`config.mk`:
```
export PLATFORM = sky130hd
export DESIGN_NAME = seg7_scan
export DESIGN_NICKNAME = d
export VERILOG_FILES = /design/src/rtl/seg7_pkg.sv /design/src/rtl/seg7_decode.sv /design/src/rtl/seg7_scan.sv
export SDC_FILE = /design/constraint.sdc
export NUM_CORES = 1
export LEC_CHECK = 0
export ABC_AREA = 1
export BUFFER_PORTS_ARGS = -buffer_cell sky130_fd_sc_hd__buf_2
export CORE_MARGIN = 2
export CORE_UTILIZATION = 45
export DETAILED_ROUTE_END_ITERATION = 8
export GPL_TIMING_DRIVEN = 1
export SKIP_LAST_GASP = 1
export SLEW_MARGIN = 0
export SYNTH_ARGS = -nofsm -noshare
export SYNTH_HDL_FRONTEND = slang
export SYNTH_SLANG_ARGS = --single-unit
export TNS_END_PERCENT = 100
```
`constraint.sdc`:
```
create_clock -name clk -period 3.4 [get_ports clk]
set_input_delay 0.85 -clock clk [delete_from_list [all_inputs] [get_ports clk]]
set_output_delay 0.85 -clock clk [all_outputs]
set_load 0.01 [all_outputs]
```
`src/rtl/seg7_pkg.sv`:
```
// Shared constants and types for the six-digit multiplexed seven-segment driver.
package seg7_pkg;

    localparam int NUM_DIG = 6;

    typedef logic [2:0] dig_idx_t;

    // Active-high g..a patterns; element 0 is hex digit 0.
    localparam logic [15:0][6:0] SEG_PAT = {
        7'h71, 7'h79, 7'h5E, 7'h39, 7'h7C, 7'h77, 7'h6F, 7'h7F,
        7'h07, 7'h7D, 7'h6D, 7'h66, 7'h4F, 7'h5B, 7'h06, 7'h3F
    };

endpackage

```
`src/rtl/seg7_decode.sv`:
```
// Combinational hex nibble plus decimal point to active-high segment pattern.
module seg7_decode
    import seg7_pkg::*;
(
    input  logic [3:0] nib,
    input  logic       dp,
    output logic [7:0] seg
);

    assign seg = {dp, SEG_PAT[nib]};

endmodule

```
`src/rtl/seg7_scan.sv`:
```
// Six-digit multiplexed seven-segment scanner with frame-synchronous shadow
// register, per-slot anti-ghost blanking and optional leading-zero suppression.
module seg7_scan
    import seg7_pkg::*;
#(
    parameter int CLK_DIV     = 50000,
    parameter int BLANK_CYC   = 2,
    parameter bit SEL_ACT_LOW = 1'b1,
    parameter bit SEG_ACT_LOW = 1'b1
) (
    input  logic               clk,
    input  logic               rst_n,
    input  logic [23:0]        data_in,
    input  logic [NUM_DIG-1:0] dp_in,
    input  logic               blank_en,
    output logic [NUM_DIG-1:0] sel,
    output logic [7:0]         seg
);

    localparam int CW = $clog2(CLK_DIV);
    localparam logic [CW-1:0] CNT_MAX   = CW'(CLK_DIV - 1);
    localparam logic [CW-1:0] CNT_ONE   = CW'(1);
    localparam logic [CW-1:0] BLANK_END = CW'(BLANK_CYC);
    localparam dig_idx_t IDX_MAX = dig_idx_t'(NUM_DIG - 1);
    localparam logic [NUM_DIG-1:0] SEL_OFF = {NUM_DIG{SEL_ACT_LOW}};
    localparam logic [7:0]         SEG_OFF = {8{SEG_ACT_LOW}};

    logic [CW-1:0]      cnt_r;
    dig_idx_t           idx_r;
    logic               init_r;
    logic [23:0]        data_sh_r;
    logic [NUM_DIG-1:0] dp_sh_r;
    logic [NUM_DIG-1:0] sel_r;
    logic [7:0]         seg_r;

    logic               tick_s;
    logic               load_s;
    logic [NUM_DIG-1:0] lz_mask_s;
    logic [3:0]         nib_s;
    logic               dp_s;
    logic               blank_s;
    logic [7:0]         dec_s;
    logic               lit_s;
    logic [NUM_DIG-1:0] sel_act_s;
    logic [7:0]         seg_act_s;

    assign tick_s = (cnt_r == CNT_MAX);
    assign load_s = !init_r || (tick_s && (idx_r == IDX_MAX));
    assign lit_s  = (cnt_r >= BLANK_END);

    // Slot counter and digit index.
    always_ff @(posedge clk or negedge rst_n) begin
        if (!rst_n) begin
            cnt_r <= {CW{1'b0}};
            idx_r <= 3'd0;
        end else if (tick_s) begin
            cnt_r <= {CW{1'b0}};
            idx_r <= (idx_r == IDX_MAX) ? 3'd0 : idx_r + 3'd1;
        end else begin
            cnt_r <= cnt_r + CNT_ONE;
        end
    end

    // Shadow register: one-shot load after reset, then once per frame boundary.
    always_ff @(posedge clk or negedge rst_n) begin
        if (!rst_n) begin
            init_r    <= 1'b0;
            data_sh_r <= 24'h000000;
            dp_sh_r   <= {NUM_DIG{1'b0}};
        end else begin
            init_r <= 1'b1;
            if (load_s) begin
                data_sh_r <= data_in;
                dp_sh_r   <= dp_in;
            end
        end
    end

    // Leading-zero mask: digit i blanks while it and every digit left of it is zero.
    always_comb begin
        logic zero_run;
        zero_run  = blank_en;
        lz_mask_s = {NUM_DIG{1'b0}};
        for (int i = 0; i < NUM_DIG; i++) begin
            zero_run     = zero_run && (data_sh_r[23-4*i -: 4] == 4'h0);
            lz_mask_s[i] = (i < NUM_DIG - 1) ? zero_run : 1'b0;
        end
    end

    // Select the nibble, decimal point and blank flag of the digit in the current slot.
    always_comb begin
        nib_s   = 4'h0;
        dp_s    = 1'b0;
        blank_s = 1'b1;
        case (idx_r)
            3'd0: begin nib_s = data_sh_r[23:20]; dp_s = dp_sh_r[0]; blank_s = lz_mask_s[0]; end
            3'd1: begin nib_s = data_sh_r[19:16]; dp_s = dp_sh_r[1]; blank_s = lz_mask_s[1]; end
            3'd2: begin nib_s = data_sh_r[15:12]; dp_s = dp_sh_r[2]; blank_s = lz_mask_s[2]; end
            3'd3: begin nib_s = data_sh_r[11:8];  dp_s = dp_sh_r[3]; blank_s = lz_mask_s[3]; end
            3'd4: begin nib_s = data_sh_r[7:4];   dp_s = dp_sh_r[4]; blank_s = lz_mask_s[4]; end
            3'd5: begin nib_s = data_sh_r[3:0];   dp_s = dp_sh_r[5]; blank_s = lz_mask_s[5]; end
            default: begin nib_s = 4'h0; dp_s = 1'b0; blank_s = 1'b1; end
        endcase
    end

    seg7_decode u_dec (
        .nib (nib_s),
        .dp  (dp_s),
        .seg (dec_s)
    );

    // Active-high next output values; segments also go dark in the anti-ghost window.
    always_comb begin
        sel_act_s = {NUM_DIG{1'b0}};
        seg_act_s = 8'h00;
        if (lit_s) begin
            sel_act_s = 6'b000001 << idx_r;
            seg_act_s = blank_s ? 8'h00 : dec_s;
        end else begin
            sel_act_s = {NUM_DIG{1'b0}};
            seg_act_s = 8'h00;
        end
    end

    // Output registers with polarity applied.
    always_ff @(posedge clk or negedge rst_n) begin
        if (!rst_n) begin
            sel_r <= SEL_OFF;
            seg_r <= SEG_OFF;
        end else begin
            sel_r <= sel_act_s ^ SEL_OFF;
            seg_r <= seg_act_s ^ SEG_OFF;
        end
    end

    assign sel = sel_r;
    assign seg = seg_r;

endmodule

```
==> results of run 1 <==
worst max-delay path, stage by stage, from the launching register on:
cell and delay (ps):
sky130_fd_sc_hd__dfrtp_1 570, sky130_fd_sc_hd__nand2_1 90, sky130_fd_sc_hd__inv_1 90, sky130_fd_sc_hd__ha_1 270, sky130_fd_sc_hd__nand2_1 80, sky130_fd_sc_hd__o21ai_0 100, sky130_fd_sc_hd__nor2_1 90, sky130_fd_sc_hd__nor2_1 180
sky130_fd_sc_hd__inv_1 140, sky130_fd_sc_hd__ha_1 290, sky130_fd_sc_hd__inv_1 50, sky130_fd_sc_hd__nand3_1 100, sky130_fd_sc_hd__nor2_1 120, sky130_fd_sc_hd__nor2_1 50, sky130_fd_sc_hd__nand2_1 60
synthesized netlist by cell type, drive strengths merged, types with 2 or more instances:
| cell type | number |
|---|---|
| a21oi | 4 |
| buf | 11 |
| dfrtp | 50 |
| dfstp | 14 |
| ha | 10 |
| inv | 49 |
| nand2 | 133 |
| nand3 | 61 |
| nand3b | 2 |
| nand4 | 14 |
| nor2 | 47 |
| nor3 | 12 |
| o21ai | 17 |
| xor2 | 4 |
where the power goes:
part / leakage [nW] / switching [mW] / internal (mW)
registers: 0.774 / 0.0301 / 0.821
logic: 1.21 / 0.114 / 0.0727
clock network: 0.126 / 0.292 / 0.526
total: 2.11 / 0.436 / 1.42
routing by layer:
| metal | GRT usage (%) | wire length [um] | vias to the layer above |
|---|---|---|---|
| met4 | 8.59 | 65 | 0 |
| met5 | 0 | 0 | - |
| met1 | 28.9 | 3670 | 1316 |
| met2 | 30.1 | 3490 | 81 |
| li1 | - | - | 1502 |
| met3 | 3.45 | 426 | 6 |
flip-flops by register name (all words and copies together), names as in the netlist:
| name | flops |
|---|---|
| data_sh_r | 24 |
| sel | 6 |
| idx_r | 3 |
| cnt_r | 16 |
| seg | 8 |
| dp_sh_r | 6 |
| init_r | 1 |
how the worst min path moves through the flow:
stage	start	to	slack, ps
2_1_floorplan	cnt_r[0]	cnt_r[0]	450
3_3_place_gp	cnt_r[0]	cnt_r[0]	480
3_5_place_dp	cnt_r[0]	cnt_r[0]	490
4_1_cts	cnt_r[0]	cnt_r[0]	500
5_1_grt	cnt_r[13]	cnt_r[13]	540
6_report	cnt_r[0]	cnt_r[0]	490
logic make-up after synthesis:
kind of cell,count (synthesis),share of synthesized area [%]
AO/OA/AOI/OAI,25,3.87
XOR/XNOR,4,1.01
adder cells (fa/ha/maj),10,3.62
buffers and inverters,61,8.14
flip-flops,64,46.8
other,1,0.108
AND/OR/NAND/NOR,271,36.4
metrics by stage:
| step | setup WS [ps] | instances | area, um^2 |
|---|---|---|---|
| global placement | 1260 | 571 | 3750 |
| CTS | 1110 | 587 | 4000 |
| floorplan | 1400 | 436 | 3460 |
| finish | 1070 | 587 | 4000 |
| global route | 761 | 587 | 4000 |
| detailed placement | 1130 | 571 | 3750 |
final cells by class:
cell class                 instances  area [um^2]  share of cell area [%]
clock inverter                     5          103                    2.56
clock buffer                      11          151                    3.78
inverter                          49          189                    4.72
sequential                        64         1620                    40.5
timing repair buffer              48          258                    6.44
multi-input combinational        311         1560                    38.9
tap                               99          124                    3.10
==> results.yml, run 1 <==
worst_setup_path:
  worst_r2r_startpoint: "idx_r[1]"
  worstSetupEndpoint: "seg[1]"
  crit_path_end_kind: "flip-flop"
  crit_start: "idx_r[1]"
  critical_path_peak_fanout: 8
  critical_path.startpoint_type: "flip-flop"
  ff2ff_path_depth: 14
  rrSetupSlack_ps: 1070
  criticalPathCategory: "flip-flop to flip-flop"
  critPathArrivalTime_ps: 2610
  required_ps: 3680
  rr_endpoint: "seg[1]"
power_and_ir_drop:
  cellLeakagePower_nw: 2.11
  total_power_mw: 1.86
  vdd_drop_max_uv: 197
  power_density_nw_per_um2: 464
outcome:
  outcome: "complete, no violations"
final_layout:
  final_core_util_pct: 54.6
  layout-drive-gt1-share_pct: 21.3
  antenna_cells: 0
  layout.filler_cells: 696
  final_net_count: 526
  mostFrequentLayoutCell: "sky130_fd_sc_hd__nand2_1"
  area_growth_pct: 15.7
  most-common-layout-cells: "126 x sky130_fd_sc_hd__nand2_1, 59 x sky130_fd_sc_hd__nand3_1, 50 x sky130_fd_sc_hd__dfrtp_1"
floorplanning:
  row_count: 31
  fp.dieArea_um2: 8400
  effective_utilization_at_floorplan_pct: 47.2
  core-area_um2: 7330
  die_width_um: 91.7
  floorplan.io_pins: 47
  die_h_um: 91.7
drt:
  ant_nets: 0
  detailedRoute.firstIterationViolations: 174
  route.detailed.wl_per_inst_um: 13.0
  firstDrtPassIters: 4
  vias_per_cell: 4.95
  totalWireLength_mm: 7.65
  routed-via-count: 2905
  drcViolationCount: 0
sta:
  finalSetupTns_ps: 0
  final.hold.worst_slack_ps: 488
  max_freq_mhz: 429
  maxSlewHeadroom_pct: 55.4
  min_tclk_post_route_ps: 2330
  clock-skew-final_ps: 12.5
  finalCritPeriodShare_pct: 68.6
  drv_slew: 0
  transition_time_of_the_tightest_slew_check_pin_ps: 669
  rsz0062_at_grt: "false"
  final-setup-viol-count: 0
  finalHoldViolations: 0
cts:
  cts_resized: 0
  insertion_delay_ps: 340
  path_clk_slew_ps: 70
  tritoncts: "yes"
  cts_buffers: 9
  cts_hold_repair.buffers: 0
  h-tree-depth: 3
  clk_root_buffer_cell: "sky130_fd_sc_hd__clkbuf_8"
  clockBufferDepth: 2
  post-cts-setup-buffers: 0
  cts.sinks: 64
place:
  port_buffers: 46
  place_congestion: 0.883
  hpwlAfterDp_mm: 5.70
yosys:
  synth.cell_area_um2: 3460
  sequential_cell_area_fraction_in_the_yosys_report_pct: 46.8
  yosys_reg_bits: 64
  synth_top_cells_by_area: "sky130_fd_sc_hd__dfrtp_1 36%, sky130_fd_sc_hd__nand2_1 14%, sky130_fd_sc_hd__dfstp_2 11%"
  synth_edf_count: 0
  postSynth.asyncResetShare_pct: 100
  synthesis.nets: 479
  yosysWarningCount: 0
  synth.top_cell.area_share_pct: 36.2
  synth.largest_area_cell: "sky130_fd_sc_hd__dfrtp_1"
  postSynthAreaPerCell_um2: 7.93
  distinct_cell_type_count_of_the_synthesized_netlist: 36
  syn_inst: 436
  synth_ff_type: "sky130_fd_sc_hd__dfrtp_1"
global_route:
  pin_count_of_the_biggest_net_entering_global_routing: 36
  grt_util_all_layers_pct: 20.2
  grt.overflow.total: 0
  initial_antenna_violation_count: 0
  grt_first_pass_wirelength_mm: 13.3
  first_global_vias: 2789
flow_run:
  cap_violations: 0
worst_hold_path:
  worst_hold_path.num_cells: 1
  hold_path_class: "flip-flop to flip-flop"
No activity file was read; power rests on OpenSTA's default activity.
==> run 2: changes to the inputs <==
- PLACE_DENSITY: not set -> 0.67
- clock period: 3.4 -> 2.03 ns (I/O delays scaled with it)
==> results.yml, run 2 (same netlist as run 1, synthesis figures left out) <==
outcome:
  outcome: "complete, no violations"
power_and_ir_drop:
  vdd_drop_max_uv: 377
  power_density_nw_per_um2: 657
  total_power_mw: 2.82
  cellLeakagePower_nw: 2.22
cts:
  clk_root_buffer_cell: "sky130_fd_sc_hd__clkbuf_8"
  cts_buffers: 9
  tritoncts: "yes"
  cts_hold_repair.buffers: 0
  path_clk_slew_ps: 70
  clockBufferDepth: 2
  cts.sinks: 64
  insertion_delay_ps: 350
  h-tree-depth: 3
floorplanning:
  fp.dieArea_um2: 8400
  floorplan.io_pins: 47
  die_width_um: 91.7
  die_h_um: 91.7
  row_count: 31
  effective_utilization_at_floorplan_pct: 47.2
  core-area_um2: 7330
place:
  port_buffers: 46
  place_congestion: 0.968
  placed_cells_incl_taps: 587
  hpwlAfterDp_mm: 5.83
worst_setup_path:
  critPathArrivalTime_ps: 2300
  required_ps: 2320
  critical_path_peak_fanout: 6
  critical_path.startpoint_type: "flip-flop"
  criticalPathCategory: "flip-flop to flip-flop"
  crit_path_end_kind: "flip-flop"
final_layout:
  final_net_count: 552
  mostFrequentLayoutCell: "sky130_fd_sc_hd__nand2_1"
  layout-drive-gt1-share_pct: 31.1
  layout.filler_cells: 652
  antenna_cells: 0
  instances_no_fill: 613
  most-common-layout-cells: "122 x sky130_fd_sc_hd__nand2_1, 50 x sky130_fd_sc_hd__nand3_1, 47 x sky130_fd_sc_hd__dfrtp_1"
  largest_register_ff_count: 24
  area_growth_pct: 24.1
  registers.top_by_ff_count: "data_sh_r"
global_route:
  grt_util_all_layers_pct: 20.6
  first_global_vias: 2939
  initial_antenna_violation_count: 0
  pin_count_of_the_biggest_net_entering_global_routing: 65
  grt.overflow.total: 0
  grt_first_pass_wirelength_mm: 13.6
flow_run:
  cap_violations: 0
drt:
  detailedRoute.firstIterationViolations: 174
  routed-via-count: 3055
  ant_nets: 0
  drcViolationCount: 0
  firstDrtPassIters: 4
  totalWireLength_mm: 8.26
  vias_per_cell: 4.98
  route.detailed.wl_per_inst_um: 13.5
worst_hold_path:
  hold_path_class: "input pin to async pin"
sta:
  final-setup-viol-count: 0
  clock-skew-final_ps: 8.42
  drv_slew: 0
  rsz0062_at_grt: "true"
  max_freq_mhz: 497
  finalCritPeriodShare_pct: 99.2
  min_tclk_post_route_ps: 2010
  finalHoldViolations: 0
## run 2: changes by cell type in the layout (fill, tap and decap cells not counted), sizes merged
cell	delta
buf	+26
bufinv	-2
clkbuf	+1
clkinv	+2
clkinvlp	-1
## run 2: where the power goes
part	switching (mW)	internal (mW)	leakage [nW]
logic	0.217	0.147	1.36
registers	0.0457	1.38	0.769
clock network	0.475	0.562	0.0941
## run 2: through the flow
step	hold WS (ps)	setup TNS, ps	utilization [%]	worst slack, ps	instance area (um^2)
6_report	142	0	58.5	16.3	4290
5_1_grt	180	-578	58.5	-119	4290
4_1_cts	165	0	55.3	6.11	4050
3_5_place_dp	486	-3.14	52.8	-3.14	3870
3_3_place_gp	483	0	52.8	39.9	3870
2_1_floorplan	212	0	-	34.1	3460
## run 2: cell type report
class / instances / area, um^2 / share of cell area [%]
clock buffer: 12 / 135 / 3.15
clock inverter: 4 / 45.0 / 1.05
inverter: 49 / 194 / 4.52
multi-input combinational: 311 / 1700 / 39.7
sequential: 64 / 1620 / 37.8
tap: 99 / 124 / 2.89
timing repair buffer: 74 / 468 / 10.9
## run 2: worst max-delay path, stage by stage, from the launching register on
cell	delay [ps]
sky130_fd_sc_hd__dfrtp_2	490
sky130_fd_sc_hd__nand2_2	80
sky130_fd_sc_hd__inv_2	90
sky130_fd_sc_hd__ha_4	140
sky130_fd_sc_hd__nand2_1	60
sky130_fd_sc_hd__o21ai_1	100
sky130_fd_sc_hd__nor2_1	70
sky130_fd_sc_hd__nand2_2	100
sky130_fd_sc_hd__nand2_4	80
sky130_fd_sc_hd__buf_4	140
sky130_fd_sc_hd__buf_4	140
sky130_fd_sc_hd__ha_1	220
sky130_fd_sc_hd__nand2_2	110
sky130_fd_sc_hd__nand3_2	80
sky130_fd_sc_hd__nand3_2	70
## run 2: worst paths after layout
check,cells after the start,from,slack (ps),end
max,14,idx_r[1],20,seg[5]
min,2,rst_n,140,cnt_r[11]
max reg2reg,14,idx_r[1],20,seg[5]
min reg2reg,1,cnt_r[0],490,cnt_r[0]
max in group asynchronous,2,rst_n,1570,seg[4]
min in group clk,3,data_in[9],340,data_sh_r[9]
## run 2: repair_timing
action | in CTS | in global routing
endpoints found under the hold margin | 0 | 0
gates resized for setup | 3 | 45
cloned | 0 | 0
pin swaps | 0 | 16
endpoints found under the setup margin | 3 | 7
buffers inserted | 0 | 10
## run 2: metal layers
layer / wire (um) / part of all wire, % / global-route usage (%) / vias to the layer above
met5: 0 / 0 / 0 / -
met4: 252 / 3.1 / 10.2 / 0
met3: 398 / 4.8 / 5.18 / 20
met2: 3930 / 48 / 31.6 / 95
met1: 3680 / 44 / 27.2 / 1396
li1: - / - / - / 1544
